### src/rtl/time_entry_ctrl.sv
// -----------------------------------------------------------------------------
// time_entry_ctrl
//
// Keypad time-entry controller for the microwave timer. Decimal key presses
// are shifted into a four-digit BCD MM:SS value. On START the value is
// checked (seconds tens digit must be 0..5 and the value must be non-zero).
// A good value is parallel-loaded into the down-counter chain with a
// one-cycle active-low loadn pulse, after which count_en runs the chain until
// it reports zero or the user presses CANCEL.
//
// Ports
//   clock        system clock, rising edge
//   clear        synchronous active-high reset
//   key_valid    one-cycle strobe qualifying key_code
//   key_code     0-9 digit, KEY_START, KEY_CANCEL; any other code is ignored
//   timer_zero   all counter digits are zero (from the counter chain)
//   digits       {min_tens, min_ones, sec_tens, sec_ones} BCD to the counters
//   loadn        active-low parallel load, one-cycle pulse
//   count_en     enable for the least-significant counter digit
//   digit_count  number of digits entered, 0..4
//   running      high while the countdown runs
//   entry_err    one-cycle pulse, START rejected
//   done         one-cycle pulse, countdown finished
//
// All outputs are registered and change on the edge that samples the event.
// -----------------------------------------------------------------------------
module time_entry_ctrl #(
   parameter logic [3:0] KEY_START  = 4'hA,
   parameter logic [3:0] KEY_CANCEL = 4'hB
) (
   input  logic        clock,
   input  logic        clear,
   input  logic        key_valid,
   input  logic [3:0]  key_code,
   input  logic        timer_zero,
   output logic [15:0] digits,
   output logic        loadn,
   output logic        count_en,
   output logic [2:0]  digit_count,
   output logic        running,
   output logic        entry_err,
   output logic        done
);

   typedef enum logic [1:0] {
      IDLE  = 2'd0,
      ENTRY = 2'd1,
      LOAD  = 2'd2,
      RUN   = 2'd3
   } state_t;

   state_t      state;
   state_t      state_n;
   logic [15:0] digits_n;
   logic [2:0]  count_n;
   logic        err_n;
   logic        done_n;

   // High during the first cycle spent in RUN; the counters have only just
   // been loaded, so timer_zero is not trusted at the end of that cycle.
   logic        first_run;

   logic        is_digit;
   logic        is_start;
   logic        is_cancel;

   assign is_digit  = key_valid && (key_code <= 4'd9);
   assign is_start  = key_valid && (key_code == KEY_START);
   assign is_cancel = key_valid && (key_code == KEY_CANCEL);

   // Next-state and next-output decode
   always_comb begin
      state_n  = state;
      digits_n = digits;
      count_n  = digit_count;
      err_n    = 1'b0;
      done_n   = 1'b0;

      case (state)
         IDLE: begin
            if (is_digit) begin
               digits_n = {12'h000, key_code};
               count_n  = 3'd1;
               state_n  = ENTRY;
            end
         end

         ENTRY: begin
            if (is_digit) begin
               // A fifth digit is dropped so the first four entered survive.
               if (digit_count < 3'd4) begin
                  digits_n = {digits[11:0], key_code};
                  count_n  = digit_count + 3'd1;
               end
            end else if (is_start) begin
               if ((digits[7:4] > 4'd5) || (digits == 16'h0000)) begin
                  err_n = 1'b1;
               end else begin
                  state_n = LOAD;
               end
            end else if (is_cancel) begin
               state_n  = IDLE;
               digits_n = 16'h0000;
               count_n  = 3'd0;
            end
         end

         LOAD: begin
            state_n = RUN;
         end

         RUN: begin
            // CANCEL outranks timer_zero: a cancelled run never reports done.
            if (is_cancel) begin
               state_n  = IDLE;
               digits_n = 16'h0000;
               count_n  = 3'd0;
            end else if (timer_zero && !first_run) begin
               done_n   = 1'b1;
               state_n  = IDLE;
               digits_n = 16'h0000;
               count_n  = 3'd0;
            end
         end

         default: begin
            state_n  = IDLE;
            digits_n = 16'h0000;
            count_n  = 3'd0;
         end
      endcase
   end

   // State and registered outputs
   always_ff @(posedge clock) begin
      if (clear) begin
         state       <= IDLE;
         digits      <= 16'h0000;
         digit_count <= 3'd0;
         loadn       <= 1'b1;
         count_en    <= 1'b0;
         running     <= 1'b0;
         entry_err   <= 1'b0;
         done        <= 1'b0;
         first_run   <= 1'b0;
      end else begin
         state       <= state_n;
         digits      <= digits_n;
         digit_count <= count_n;
         loadn       <= (state_n != LOAD);
         count_en    <= (state_n == RUN);
         running     <= (state_n == RUN);
         entry_err   <= err_n;
         done        <= done_n;
         first_run   <= (state_n == RUN) && (state != RUN);
      end
   end

endmodule

### config.mk
export PLATFORM = sky130hd
export DESIGN_NAME = time_entry_ctrl
export DESIGN_NICKNAME = d
export VERILOG_FILES = /design/src/rtl/time_entry_ctrl.sv
export SDC_FILE = /design/constraint.sdc
export NUM_CORES = 1
export LEC_CHECK = 0
export CORE_ASPECT_RATIO = 0.8
export CORE_MARGIN = 2
export CORE_UTILIZATION = 40
export CTS_CLUSTER_DIAMETER = 50
export DETAILED_ROUTE_END_ITERATION = 8
export MAX_ROUTING_LAYER = met4
export PLACE_DENSITY = 0.67
export SLEW_MARGIN = 20
export SYNTH_ARGS = -nofsm -noshare
export SYNTH_HDL_FRONTEND = slang
export SYNTH_SLANG_ARGS = --single-unit
### constraint.sdc
create_clock -name clock -period 1.99 [get_ports clock]
set_input_delay 0.199 -clock clock [delete_from_list [all_inputs] [get_ports clock]]
set_output_delay 0.199 -clock clock [all_outputs]
set_load 0.02 [all_outputs]
==> summary.md <==
| Metric | Value |
|---|---|
| Critical Path RT | 2.15 ns |
| Critical path class | input port to register |
| Global route overflow | 0 |
| Layout Skew | 0.002360 ns |
| Largest area contributor in the netlist | dfxtp_1 |
| CP max-delay cell | clkdlybuf4s50_1 |
| Peak supply drop | 0.0004267 V |
| Number of routed nets with antenna violations | 0 |
| Tot Pwr | 983.1 uW |
| Placeable Area | 3085 sq um |
| Hold depth | 1 |
| IO Port Bufs | 31 |
| Reg2reg path depth | 4 |
| Cell variety after synth | 35 |
| CP Data Arrival Time | ~1.9 ns |
| Initial Util | 0.4177 |
| Most common flop cell mapped by yosys | dfxtp_1 |
| Antenna violations before repair | 0 |
| CP peak stage delay | 0.60 ns |
| Final period util | 0.8577 |
| Final hold violations | 0 |
| Synth Area per Inst | 9.617 sq um |
| Synth Instances | 134 |
| Main area contributors after synthesis | dfxtp_1 40%, mux2i_1 13%, nand2b_1 9.2%, nand2_1 4.4%, nand3b_1 2.9% |
| Ant diodes | 0 |
| Crit path max fanout | 7 |
| Achievable clock frequency | 585.9 MHz |
| Sequential share of the synthesized area | 0.4039 |
| Final wirelength | 3024 um |
| Routed vias | 1111 |
| TritonCTS clock tree | built |
| FF-to-FF End | digits[2] |
| DIE WIDTH | roughly 67 um |
| R2r setup slk | 0.42 ns |
| CP cell instances | clkdlybuf4s50_1 -> nand4b_4 -> o311ai_4 -> buf_4 -> nand4_4 -> buf_4 -> mux2i_1 |
| Slew Limit Fails | 0 |
| Syn. warnings | 0 |
| Clk sinks | 26 |
| FILL cells | 262 |
| Worst slew margin | 0.7021 |
| Seq cells post-synth | 26 |
| Synth top area share | 0.4039 |
| Crit end category | register |
| TNS Setup | 0 ns |
| H-tree Lvls | 1 |
| Status | completed |
| Worst setup path end | digits[10] |
| Vias in the first global route | between 900 and 1000 |
| First-pass DRT Iterations | 4 |
| Clock buffer count from CTS | 3 |
| Total Routing Usage GR | 0.1869 |
| Worst path most repeated cell | buf_4 |
| Die height | 54.77 um |
| Critical path launch point type | input port |
| Number of synthesized flops with an enable pin | 0 |
| Fraction of layout cells with a size suffix above 1 | 0.1156 |
| Critical R2R Launch | state[1] |
| Synthesized area | 1289 sq um |
| Die ar. | 3695 sq um |
| Drt drc | 0 |
| CTS max path bufs | 2 |
| FF/Latch Area | 520.5 sq um |
| Clock latency on the worst-skew pair | 0.26 ns |
| Routed WL per cell | 14.20 um |
| Hold buffers post-CTS | 0 |
| HP Class | register to register |
| Root cell of the clock tree | clkbuf_8 |
| Nets | between 150 and 200 |
| Reg clk slew, reported paths | 0.08 ns |
| Slew @ Worst Pin | 0.4421 ns |
| Tmin final | 1.707 ns |
| Gpl congestion | about 0.89 |
| Power per Cell Area | 565.7 nW/um^2 |
| First-pass GRT wire length | about 4800 um |
| Pin count of the biggest net entering global routing | 15 |
| Initial DRC Count | 40 |
| Max capacitance violation total | 0 |
| Vias/cell | 5.216 |
| Leak Pwr | 0.0006623 uW |
| Postcts setup bufs | 0 |
| # setup viols final | 0 |
| Area of the multi-input gates | 718.2 sq um |
| Setup crit start | key_valid |
| Mapped Nets | about 140 |
| Boundary Pins | 32 |
| Async S/R FF share, synth | 0 |
| Post-CTS resize count | 0 |
| Rows | 18 |
| RSZ-0062 raised after global routing | false |
| Area delta synth->final | 34.85% |
| Detail Placement HPWL | roughly 2400 um |
| Util after Layout | 0.5633 |
## worst max-delay path, delay by kind of cell
family | cells | cell delay [ns]
multiplexers | 1 | 0.12
AO/OA/AOI/OAI | 1 | 0.27
buffers and inverters | 3 | 1.01
AND/OR/NAND/NOR | 2 | 0.27
## cell usage after synthesis (all sizes together) (2+ instances only)
cell	instances
a21oi	4
a41oi	2
buf	4
clkbuf	3
dfxtp	26
inv	2
mux2i	17
nand2	15
nand2b	19
nand3b	5
nand4	3
nor2	3
nor2b	5
nor3	3
nor4	4
o21ai	3
## cells in the final DEF, fill, tap and decap left out, types with 2 or more instances in the layout
master / instances
nand3b_1: 5
mux2i_1: 17
clkdlybuf4s50_1: 31
clkbuf_8: 3
a41oi_1: 2
o21ai_0: 3
a21oi_1: 4
nor2_1: 3
inv_1: 2
buf_4: 12
nand2_1: 15
nor4_1: 4
nor2b_1: 5
nand2b_1: 19
nor3_1: 3
dfxtp_1: 26
nand4_1: 2
## report_power, final
group	switching (uW)	total [uW]	internal, uW
Clock	151	286	135
Sequential	10.4	539	528
Combinational	79.4	158	78.9
## sequential cells by signal, indices dropped and copies added, names as in the netlist
name         cells
first_run        1
entry_err        1
running          1
state            2
done             1
loadn            1
digit_count      3
digits          16
## stage by stage
step                      instance area [sq um]  std cells  worst slack [ns]  hold slack (ns)
after floorplan                            1289        134            0.4824           0.3065
after global placement                     1697        210           0.04728           0.4379
after detailed placement                   1697        210          0.002332           0.4463
after CTS                                  1738        213            0.2986           0.4665
after global routing                       1738        213            0.2099           0.5052
final                                      1738        213            0.2833           0.4661
## how the worst min path moves through the flow
stage,from,end
floorplan,key_code[0],loadn
global route,state[0],first_run
detailed placement,state[0],first_run
global placement,state[0],first_run
finish,state[0],first_run
CTS,state[0],first_run
## layer usage
layer | global-route usage | up-vias | share of wire
met5 | - | - | 0
met4 | 0.05442 | 0 | 0.0093
met3 | 0.03704 | 4 | 0.046
met2 | 0.2794 | 29 | 0.48
met1 | 0.2556 | 527 | 0.47
li1 | - | 551 | -
## final cells by class
class / count / area share
Clock buffer: 3 / 0.02376
Sequential cell: 26 / 0.2995
Multi-Input combinational cell: 99 / 0.4132
Timing Repair Buffer: 43 / 0.2304
Inverter: 2 / 0.004320
Tap cell: 40 / 0.02880
## logic make-up (layout without fill, tap and decap cells)
| group | Yosys count | in the layout | share of synthesized area |
|---|---|---|---|
| AO/OA/AOI/OAI | 16 | 16 | 0.09710 |
| flip-flops | 26 | 26 | 0.4039 |
| multiplexers | 17 | 17 | 0.1320 |
| AND/OR/NAND/NOR | 65 | 65 | 0.3184 |
| buffers and inverters | 9 | 48 | 0.03883 |
| adder cells (fa/ha/maj) | 1 | 1 | 0.009707 |
Note: power is estimated with default switching activity, not from simulation.
